===== src/rtl/fuzzy_wavelet_pkg.sv =====
// Shared definitions for the fuzzy wavelet sample path: tx state encoding and sample width.
package fuzzy_wavelet_pkg;

  localparam int unsigned TX_BITS_PER_ELEM = 8;

  localparam logic [1:0] TX_IDLE      = 2'd0;
  localparam logic [1:0] TX_SETUP     = 2'd1;
  localparam logic [1:0] TX_STROBE_HI = 2'd2;
  localparam logic [1:0] TX_HOLD_LO   = 2'd3;

endpackage


===== src/rtl/sample_stream_tx_if.sv =====
// Byte valid/ready source bus feeding sample_stream_tx.
interface sample_stream_tx_if
  import fuzzy_wavelet_pkg::*;
#(
  parameter int unsigned W = TX_BITS_PER_ELEM
);
  logic         valid;
  logic [W-1:0] data;
  logic         ready;

  modport master (output valid, output data, input ready);
  modport slave  (input valid, input data, output ready);
endinterface


===== src/rtl/sample_fifo.sv =====
// Small synchronous FIFO with show-ahead read data; writes on full and reads on empty are ignored.
module sample_fifo #(
  parameter int unsigned W     = 8,
  parameter int unsigned DEPTH = 4
)(
  input  logic                       clk,
  input  logic                       rst,
  input  logic                       i_wr_en,
  input  logic [W-1:0]               i_wr_data,
  input  logic                       i_rd_en,
  output logic [W-1:0]               o_rd_data,
  output logic                       o_full,
  output logic                       o_empty,
  output logic [$clog2(DEPTH):0]     o_count
);
  localparam int unsigned AW = $clog2(DEPTH);
  localparam int unsigned CW = AW + 1;

  logic [W-1:0]  r_mem [DEPTH];
  logic [AW-1:0] r_wr_ptr;
  logic [AW-1:0] r_rd_ptr;
  logic [CW-1:0] r_count;
  logic          w_wr;
  logic          w_rd;

  assign o_full    = (r_count == CW'(DEPTH));
  assign o_empty   = (r_count == '0);
  assign o_count   = r_count;
  assign o_rd_data = r_mem[r_rd_ptr];
  assign w_wr      = i_wr_en & ~o_full;
  assign w_rd      = i_rd_en & ~o_empty;

  // Storage array, written without reset.
  always_ff @(posedge clk) begin
    if (w_wr) r_mem[r_wr_ptr] <= i_wr_data;
  end

  // Pointers and occupancy.
  always_ff @(posedge clk or posedge rst) begin
    if (rst) begin
      r_wr_ptr <= '0;
      r_rd_ptr <= '0;
      r_count  <= '0;
    end else begin
      if (w_wr) r_wr_ptr <= r_wr_ptr + AW'(1);
      if (w_rd) r_rd_ptr <= r_rd_ptr + AW'(1);
      r_count <= r_count + CW'(w_wr) - CW'(w_rd);
    end
  end
endmodule


===== src/rtl/sample_stream_tx.sv =====
// Turns a byte stream (or an internal ramp) into strobed samples for the chip's sample port.
module sample_stream_tx
  import fuzzy_wavelet_pkg::*;
#(
  parameter int unsigned BITS_PER_ELEM = TX_BITS_PER_ELEM,
  parameter int unsigned FIFO_DEPTH    = 4,
  parameter int unsigned SETUP_CYCLES  = 1,
  parameter int unsigned HIGH_CYCLES   = 2,
  parameter int unsigned LOW_CYCLES    = 2
)(
  input  logic                     clk,
  input  logic                     rst,
  sample_stream_tx_if.slave        src_if,
  input  logic                     i_pattern_en,
  output logic [BITS_PER_ELEM-1:0] o_value,
  output logic                     o_data_clk,
  output logic                     o_busy,
  output logic [15:0]              o_sent
);
  localparam int unsigned CW    = $clog2(FIFO_DEPTH) + 1;
  localparam int unsigned MAX_A = (SETUP_CYCLES > HIGH_CYCLES) ? SETUP_CYCLES : HIGH_CYCLES;
  localparam int unsigned MAX_C = (MAX_A > LOW_CYCLES) ? MAX_A : LOW_CYCLES;
  localparam int unsigned PW    = $clog2(MAX_C + 1);

  logic [1:0]               r_state;
  logic [PW-1:0]            r_phase;
  logic [BITS_PER_ELEM-1:0] r_value;
  logic [BITS_PER_ELEM-1:0] r_ramp;
  logic                     r_data_clk;
  logic                     r_busy;
  logic                     r_ready;
  logic [15:0]              r_sent;

  logic [1:0]               w_state_nxt;
  logic [PW-1:0]            w_phase_nxt;
  logic                     w_load;
  logic                     w_have_src;
  logic                     w_pop;
  logic                     w_take_ramp;
  logic                     w_wr;
  logic                     w_full;
  logic                     w_empty;
  logic [CW-1:0]            w_count;
  logic [CW-1:0]            w_count_nxt;
  logic [BITS_PER_ELEM-1:0] w_fifo_data;

  assign w_wr        = src_if.valid & r_ready & ~w_full;
  assign w_pop       = w_load & ~i_pattern_en;
  assign w_take_ramp = w_load & i_pattern_en;
  assign w_count_nxt = w_count + CW'(w_wr) - CW'(w_pop);

  assign src_if.ready = r_ready;
  assign o_value      = r_value;
  assign o_data_clk   = r_data_clk;
  assign o_busy       = r_busy;
  assign o_sent       = r_sent;

  sample_fifo #(
    .W     (BITS_PER_ELEM),
    .DEPTH (FIFO_DEPTH)
  ) u_fifo (
    .clk       (clk),
    .rst       (rst),
    .i_wr_en   (w_wr),
    .i_wr_data (src_if.data),
    .i_rd_en   (w_pop),
    .o_rd_data (w_fifo_data),
    .o_full    (w_full),
    .o_empty   (w_empty),
    .o_count   (w_count)
  );

  // Next state and phase; w_load marks an edge that fetches a new sample.
  always_comb begin
    w_state_nxt = r_state;
    w_phase_nxt = r_phase;
    w_load      = 1'b0;
    w_have_src  = i_pattern_en | ~w_empty;
    case (r_state)
      TX_IDLE: begin
        if (w_have_src) begin
          w_state_nxt = TX_SETUP;
          w_phase_nxt = PW'(SETUP_CYCLES - 1);
          w_load      = 1'b1;
        end
      end
      TX_SETUP: begin
        if (r_phase == '0) begin
          w_state_nxt = TX_STROBE_HI;
          w_phase_nxt = PW'(HIGH_CYCLES - 1);
        end else begin
          w_phase_nxt = r_phase - PW'(1);
        end
      end
      TX_STROBE_HI: begin
        if (r_phase == '0) begin
          w_state_nxt = TX_HOLD_LO;
          w_phase_nxt = PW'(LOW_CYCLES - 1);
        end else begin
          w_phase_nxt = r_phase - PW'(1);
        end
      end
      TX_HOLD_LO: begin
        if (r_phase == '0) begin
          if (w_have_src) begin
            w_state_nxt = TX_SETUP;
            w_phase_nxt = PW'(SETUP_CYCLES - 1);
            w_load      = 1'b1;
          end else begin
            w_state_nxt = TX_IDLE;
            w_phase_nxt = '0;
          end
        end else begin
          w_phase_nxt = r_phase - PW'(1);
        end
      end
      default: begin
        w_state_nxt = TX_IDLE;
        w_phase_nxt = '0;
      end
    endcase
  end

  // State, sample value, strobe and counters; strobe and value come straight from flops.
  always_ff @(posedge clk or posedge rst) begin
    if (rst) begin
      r_state    <= TX_IDLE;
      r_phase    <= '0;
      r_value    <= '0;
      r_ramp     <= '0;
      r_data_clk <= 1'b0;
      r_busy     <= 1'b0;
      r_ready    <= 1'b0;
      r_sent     <= '0;
    end else begin
      r_state    <= w_state_nxt;
      r_phase    <= w_phase_nxt;
      r_data_clk <= (w_state_nxt == TX_STROBE_HI);
      r_busy     <= (w_state_nxt != TX_IDLE);
      r_ready    <= (w_count_nxt != CW'(FIFO_DEPTH));
      if (w_pop)       r_value <= w_fifo_data;
      if (w_take_ramp) begin
        r_value <= r_ramp;
        r_ramp  <= r_ramp + BITS_PER_ELEM'(1);
      end
      if (r_state == TX_SETUP && w_state_nxt == TX_STROBE_HI) r_sent <= r_sent + 16'd1;
    end
  end
endmodule


===== src/flat_wrapper.sv =====
// flat-port wrapper written by rule: the top's interface ports become plain ports
module sample_stream_tx_flat import fuzzy_wavelet_pkg::*;
#(
  parameter int unsigned BITS_PER_ELEM = TX_BITS_PER_ELEM,
  parameter int unsigned FIFO_DEPTH    = 4,
  parameter int unsigned SETUP_CYCLES  = 1,
  parameter int unsigned HIGH_CYCLES   = 2,
  parameter int unsigned LOW_CYCLES    = 2
)
  (clk, rst, i_pattern_en, o_value, o_data_clk, o_busy, o_sent, src_if_valid, src_if_data, src_if_ready);
  sample_stream_tx_if #(.W(8)) src_if_i ();
  input  logic clk;
  input  logic rst;
  input  logic i_pattern_en;
  output logic [BITS_PER_ELEM-1:0] o_value;
  output logic o_data_clk;
  output logic o_busy;
  output logic [15:0] o_sent;
  input wire logic [$bits(src_if_i.valid)-1:0] src_if_valid;
  input wire logic [$bits(src_if_i.data)-1:0] src_if_data;
  output wire logic [$bits(src_if_i.ready)-1:0] src_if_ready;
  assign src_if_i.valid = src_if_valid;
  assign src_if_i.data = src_if_data;
  assign src_if_ready = src_if_i.ready;
  sample_stream_tx #(.BITS_PER_ELEM(BITS_PER_ELEM), .FIFO_DEPTH(FIFO_DEPTH), .SETUP_CYCLES(SETUP_CYCLES), .HIGH_CYCLES(HIGH_CYCLES), .LOW_CYCLES(LOW_CYCLES)) u_core (.clk(clk), .rst(rst), .src_if(src_if_i), .i_pattern_en(i_pattern_en), .o_value(o_value), .o_data_clk(o_data_clk), .o_busy(o_busy), .o_sent(o_sent));
endmodule

===== config.mk =====
export PLATFORM = sky130hd
export DESIGN_NAME = sample_stream_tx_flat
export DESIGN_NICKNAME = d
export VERILOG_FILES = /design/src/rtl/fuzzy_wavelet_pkg.sv /design/src/rtl/sample_stream_tx_if.sv /design/src/rtl/sample_fifo.sv /design/src/rtl/sample_stream_tx.sv /design/src/flat_wrapper.sv
export SDC_FILE = /design/constraint.sdc
export NUM_CORES = 1
export LEC_CHECK = 0
export ABC_AREA = 1
export CORE_ASPECT_RATIO = 0.5
export CORE_MARGIN = 3
export CORE_UTILIZATION = 35
export DETAILED_ROUTE_END_ITERATION = 8
export PLACE_DENSITY_LB_ADDON = 0.25
export SYNTH_ARGS = -nofsm -noshare
export SYNTH_HDL_FRONTEND = slang
export SYNTH_SLANG_ARGS = --single-unit
export TNS_END_PERCENT = 1

===== constraint.sdc =====
create_clock -name clk -period 2.7 [get_ports clk]
set_input_delay 0.27 -clock clk [delete_from_list [all_inputs] [get_ports clk]]
set_output_delay 0.27 -clock clk [all_outputs]
set_load 0.02 [all_outputs]

==> impl_results.md, run 1 <==
- Min Tclk post-route: 2550 ps
- RSZ-0062 raised after global routing: no
- CP required: 2910 ps
- Layout cell share with drive strength beyond 1: 11.8%
- Leak: 2.08 nW
- Main synth FF type: dfrtp_1
- Routability congestion estimate: 0.814
- Maximum clock rate: 0.393 GHz
- YS warnings: 0
- Top area cells in the synthesized netlist: dfrtp_1 29%, edfxtp_1 24%, nand2_1 9.8%
- CTS root buffer: clkbuf_16
- Drt drc: 0
- Port-buffer cells: 38
- Syn Nets: 441
- Nets: 490
- Clock latency on the worst-skew pair: 340 ps
- Multi-input gate area: 0.00160 sq mm
- Total CTS buffers: 9
- Most frequent cells in the layout: 103 x nand2_1, 46 x dfrtp_1, 39 x inv_1, 38 x clkdlybuf4s50_1, 35 x nor2_1
- CTS sink count: 78
- IR drop worst, VDD: 0.000427 V
- Vias in the first global route: 2807
- Grt met3 use: 4.42%
- Number of placement rows: 26
- Worst hold path type: primary input to async pin
- Layout area overhead: 21.5%
- # fillers: 1032
- Clock slew at reported path FFs: 70 ps
- Core Util, Final: 45.4%
- Slowest cell on crit path: fa_1
- Setup ws final: 152 ps
- Seq/Total Area, Yosys: 53.3%
- Iter 0 DRT Violations: 157
- First-pass GRT wire length: 13800 um
- Gate Count Post-Synth: 413
- Pwr Density: 1070 mW/mm^2
- Effective utilization at floorplan: 37.3%
- Commonest non-fill, non-tap cell in the layout: nand2_1
- Maximum fanout along the worst path: 5
- Final ANT Viol Nets: 0
- GR Overflow Total: 0
- Die height: 81.2 um
- M2 GR Usage: 21.9%
- Syn avg cell area: 9.59 sq um
- Final Setup Violations: 0
- Slew margin rel.: 58.7%
- R2R depth: 11
- DIE AREA: 0.0127 sq mm
- Cell repeated most along the worst path: inv_1
- Largest net degree at the start of global routing: 47
- Worst reg-to-reg setup slack: 150 ps
- Global routing met1 resource utilization: 18.2%
- Hold_buf cts: 0
- CTS tree: built
- Distinct cells, synth: 37
- Drt total wl: 8030 um
- Final Hold Vio Count: 0
- Core Box Area: 0.0106 sq mm
- Status: finished, final reports clean
- Routed length per instance: 13.2 um
- Max-cap viol count: 0
- Die X-Extent: 156 um
- Vias: 2873
- Drt pass-1 iters: 4
- Share of the synthesized area in the top cell type: 29.1%
- Startpoint types: flop
- Ports: 39
- Vias/cell: 4.73
- Critical Path AT: 2760 ps
- Busiest grt layer: met2
- GRT Util Overall: 13.8%
- Flops & latches, synth: 78
- Clock skew: 9.32 ps
- DP Worst Slack: 140 ps
- Pins Over Slew Limit: 0
- Post-synth EDFFs: 32
- Register area: 0.00211 sq mm
- Max Root-Sink Buffers: 2
- Ys async rst share: 59.0%
- Crit Path Category: flop to flop
- Cells along the critical path: inv_1 -> ha_1 -> inv_1 -> nand3_1 -> nor2_4 -> xor2_1 -> ha_1 -> inv_1 -> fa_1 -> nand2_1 -> or3_1
- Fin crit share: 94.4%
- DP Wirelength: 5570 um
- Antenna Diode Count: 0
- Mapped cell area: 0.00396 sq mm
- CP peak stage delay: 470 ps
- Antenna violations before repair: 0
- Worst-margin pin slew: 620 ps
- Setup crit end kind: flop
- H-tree depth: 3
- Post-synth top area cell: dfrtp_1
- Total negative slack: 0 ps
## final timing paths
check                                  start                  end
max                        u_core.r_state[1]  u_core.src_if.ready
min                                      rst     u_core.o_sent[9]
max reg2reg                u_core.r_state[1]  u_core.src_if.ready
min reg2reg                u_core.o_value[4]    u_core.o_value[4]
max in group asynchronous                rst    u_core.o_value[0]
min in group clk           u_core.o_value[4]    u_core.o_value[4]
## worst max-delay path: cells and delay by family, from the launching register on
kind	cells	cell delay (ps)
AND/OR/NAND/NOR	4	640
adder cells (fa/ha/maj)	3	900
XOR/XNOR	1	160
buffers and inverters	3	320
flip-flops	1	400
## sequential cells by signal, summed over array words and instances (netlist names)
signal                  flops
u_core.r_phase              2
u_core.o_sent              16
u_core.o_data_clk           1
u_core.src_if.ready         1
u_core.u_fifo.o_count       3
u_core.u_fifo.r_rd_ptr      2
u_core.r_ramp               8
u_core.r_state              2
u_core.o_value              8
u_core.o_busy               1
u_core.u_fifo.r_wr_ptr      2
u_core.u_fifo.r_mem        32
## routing by layer
layer	part of all wire, %	up-vias
met5	0	-
met4	1.4	0
met3	4.3	7
met2	44	42
met1	51	1373
li1	-	1451
## layout make-up
| class | instances | share of cell area (%) |
|---|---|---|
| Sequential cell | 78 | 43.9 |
| Tap cell | 140 | 3.64 |
| Timing Repair Buffer | 48 | 9.46 |
| Clock inverter | 7 | 1.46 |
| Inverter | 46 | 3.59 |
| Clock buffer | 9 | 4.68 |
| Multi-Input combinational cell | 279 | 33.3 |
## metrics by stage
step / hold WS (ps) / std cells / cell area [sq um] / power [mW]
after global placement: 489 / 591 / 4510 / 3.96
after detailed placement: 491 / 591 / 4510 / 3.99
after floorplan: 369 / 413 / 3960 / 3.40
after global routing: 482 / 607 / 4810 / 5.57
final: 389 / 607 / 4810 / 5.16
after CTS: 429 / 607 / 4810 / 5.22
## synth_stat cells, types with 2 or more instances
cell      count
nand4_1       6
nand2_1     103
a21oi_1       6
ha_1         14
o21ai_0      25
nand3_1      23
fa_1          2
o211ai_1      3
nor2_4        2
buf_2         4
inv_2         5
nor3_1        5
xnor2_1       6
nor2_1       35
nand2_2       3
o21ai_1       3
nand2_4       2
edfxtp_1     32
xor2_1       16
buf_6         2
dfrtp_1      46
clkbuf_1      2
o22ai_1       6
inv_1        40
nand3_2      10
## cell families after synthesis
kind of cell	Yosys count	share of synthesized area (%)
AOI/OAI and AO/OA	46	6.64
adders and majority gates	16	5.43
xor gates and xnor gates	22	4.87
buffers and inverters	56	6.32
and+or+nand+nor	195	23.4
DFF	78	53.3
## timing repair
item / 4_1_cts / 5_1_grt
resized for setup: 0 / 1
setup endpoints to repair: 0 / 2
setup buffers: 0 / 0
## where the power goes
| group | switching, mW | leakage [nW] | internal (mW) |
|---|---|---|---|
| registers | 0.268 | 0.881 | 1.56 |
| clock network | 0.546 | 0.144 | 0.655 |
| logic | 1.34 | 1.05 | 0.789 |
| total | 2.15 | 2.08 | 3.00 |
(Power assumes the default switching activity.)
==> run 2: changes to the inputs <==
--- a/config.mk
+++ b/config.mk
@@ -10,6 +10,7 @@
 export CORE_MARGIN = 3
 export CORE_UTILIZATION = 35
 export DETAILED_ROUTE_END_ITERATION = 8
+export HOLD_SLACK_MARGIN = 0.15
 export PLACE_DENSITY_LB_ADDON = 0.25
 export SYNTH_ARGS = -nofsm -noshare
 export SYNTH_HDL_FRONTEND = slang
==> results of run 2 <==
The final DEF is identical to that of run 1; final timing and power are the same.
==> run 3: changes to the inputs <==
--- a/config.mk
+++ b/config.mk
@@ -10,6 +10,7 @@
 export CORE_MARGIN = 3
 export CORE_UTILIZATION = 35
 export DETAILED_ROUTE_END_ITERATION = 8
+export GPL_TIMING_DRIVEN = 0
 export HOLD_SLACK_MARGIN = 0.15
 export PLACE_DENSITY_LB_ADDON = 0.25
 export SYNTH_ARGS = -nofsm -noshare
==> impl_results.md, run 3 (synthesis results as in run 1) <==
- Leak: 2.08 nW (about the same)
- Final Setup Violations: 0 (unchanged)
- Vias: 2895 (was 2873)
- Fin crit share: 93.9% (was 94.4%)
- Port-buffer cells: 38 (unchanged)
- Worst-margin pin slew: 901 ps (was 620 ps)
- Cells along the critical path: ha_2 -> inv_1 -> o21bai_1 -> nand3_2 -> nor2_4 -> xor2_1 -> ha_1 -> inv_1 -> fa_1 -> nand2_1 -> or3_1 (was inv_1 -> ha_1 -> inv_1 -> nand3_1 -> nor2_4 -> xor2_1 -> ha_1 -> inv_1 -> fa_1 -> nand2_1 -> or3_1)
- Ports: 39 (unchanged)
- CTS tree: built (unchanged)
- Commonest non-fill, non-tap cell in the layout: nand2_1 (unchanged)
- Slowest cell on crit path: fa_1 (unchanged)
- Max-cap viol count: 0 (unchanged)
- Iter 0 DRT Violations: 123 (was 157)
- Effective utilization at floorplan: 37.3% (unchanged)
- Clock slew at reported path FFs: 70 ps (about the same)
- Hold_buf cts: 0 (unchanged)
- Vias/cell: 4.75 (was 4.73)
- Status: finished, final reports clean (unchanged)
- Antenna violations before repair: 0 (unchanged)
- Vias in the first global route: 2746 (was 2807)
- Core Box Area: 0.0106 sq mm (unchanged)
- Clock skew: 7.70 ps (was 9.32 ps)
- CTS sink count: 78 (unchanged)
- Pins Over Slew Limit: 0 (unchanged)
- Largest net degree at the start of global routing: 39 (was 47)
- Pwr Density: 1080 mW/mm^2 (was 1070 mW/mm^2)
- Die X-Extent: 156 um (unchanged)
- Most frequent cells in the layout: 103 x nand2_1, 46 x dfrtp_1, 38 x clkdlybuf4s50_1, 37 x inv_1, 35 x nor2_1 (was 103 x nand2_1, 46 x dfrtp_1, 39 x inv_1, 38 x clkdlybuf4s50_1, 35 x nor2_1)
- Max reg flops: 32 (unchanged)
- DIE AREA: 0.0127 sq mm (unchanged)
- # fillers: 1023 (was 1032)
- Top reg by flops: u_core.u_fifo.r_mem (unchanged)
- Routed length per instance: 13.3 um (was 13.2 um)
- Drt pass-1 iters: 4 (unchanged)
- GR Overflow Total: 0 (unchanged)
- Cell repeated most along the worst path: inv_1 (unchanged)
- Final ANT Viol Nets: 0 (unchanged)
- Critical Path AT: 2750 ps (was 2760 ps)
- Startpoint types: flop (unchanged)
- Min Tclk post-route: 2530 ps (was 2550 ps)
- Antenna Diode Count: 0 (unchanged)
- Number of placement rows: 26 (unchanged)
- Final Hold Slack: 169 ps (was 389 ps)
- CTS root buffer: clkbuf_16 (unchanged)
- Slew margin rel.: 39.7% (was 58.7%)
- Clock latency on the worst-skew pair: 340 ps (about the same)
- Layout area overhead: 22.5% (was 21.5%)
- GRT Util Overall: 13.6% (was 13.8%)
- IR drop worst, VDD: 0.000405 V (was 0.000427 V)
- Worst hold path type: primary input to async pin (unchanged)
- Drt drc: 0 (unchanged)
- Max Root-Sink Buffers: 2 (unchanged)
- Crit Path Category: flop to flop (unchanged)
- Drt total wl: 8090 um (was 8030 um)
- Nets: 492 (was 490)
- Layout cell share with drive strength beyond 1: 12.4% (was 11.8%)
- Maximum fanout along the worst path: 4 (was 5)
- CP required: 2920 ps (was 2910 ps)
- Setup crit end kind: flop (unchanged)
- Die height: 81.2 um (unchanged)
- First-pass GRT wire length: 13500 um (was 13800 um)
- Routability congestion estimate: 0.792 (was 0.814)
- H-tree depth: 3 (unchanged)
- DP Wirelength: 5650 um (was 5570 um)
- Maximum clock rate: 0.395 GHz (was 0.393 GHz)
- Final Hold Vio Count: 0 (unchanged)
- Core Util, Final: 45.8% (was 45.4%)
- Total CTS buffers: 9 (unchanged)
- CP peak stage delay: 470 ps (about the same)
==> run 3: cell types whose count changed in the layout (fill, tap and decap cells not counted), moves of 2 or more <==
cell      before  now
buf_12         0    2
buf_2          0    4
buf_4         10    2
buf_6          0    2
clkbuf_1       0    2
inv_1         39   37
inv_2          6    8
==> run 3: worst max-delay path, delay by kind of cell, from the launching register on <==
| kind | cells | cell delay [ps] |
|---|---|---|
| xor gates and xnor gates | 1 | 160 |
| adders and majority gates | 3 | 850 |
| AOI/OAI and AO/OA | 1 | 230 |
| buffers and inverters | 2 | 120 |
| DFF | 1 | 420 |
| and+or+nand+nor | 4 | 630 |
==> run 3: where the power goes <==
part | internal, mW | total, mW | switching [mW]
registers | 1.56 | 1.80 | 0.235
clock network | 0.658 | 1.21 | 0.548
logic | 0.852 | 2.24 | 1.38
==> run 3: routing by layer <==
layer  wire length, um  vias up  global-route usage, %  part of all wire (%)
met5                 0        -                      0                     0
met4               143        0                   4.98                   1.8
met3               351        9                   4.04                   4.3
met2              3620       57                   21.2                    45
met1              3970     1372                   18.1                    49
li1                  -     1457                      -                     -
==> run 3: worst paths after layout <==
check | startpoint | end | slack [ps] | cells past startpoint
min in group clk | u_core.r_ramp[5] | u_core.r_ramp[5] | 490 | 1
max | u_core.r_state[1] | u_core.src_if.ready | 170 | 11
max reg2reg | u_core.r_state[1] | u_core.src_if.ready | 170 | 11
min | rst | u_core.r_phase[0] | 170 | 2
max in group asynchronous | rst | u_core.r_ramp[5] | 2040 | 3
min reg2reg | u_core.r_ramp[5] | u_core.r_ramp[5] | 490 | 1
==> run 3: layout make-up <==
class                      instances  area, sq um  share of cell area (%)
multi-input combinational        279         1610                    33.1
clock buffer                       9          225                    4.64
inverter                          46          173                    3.56
clock inverter                     7         76.3                    1.57
buffer                            10         77.6                    1.60
tap                              140          175                    3.61
timing repair buffer              40          408                    8.41
sequential                        78         2110                    43.5
==> run 3: per-stage QoR <==
stage                     power (mW)  area [sq um]  setup TNS, ps  instances  setup slack (ps)
after global routing            5.65          4850          -41.6        609             -41.6
after detailed placement        4.04          4540           -189        592              -169
final                           5.24          4850              0        609               165
after floorplan                 3.40          3960              0        413               282
after global placement          4.02          4520           -144        591              -133
after CTS                       5.28          4840              0        608              46.7
==> run 3: what timing repair did <==
item	in CTS	in global routing
setup buffers	0	1
gates resized for setup	0	4
setup endpoints to repair	0	2
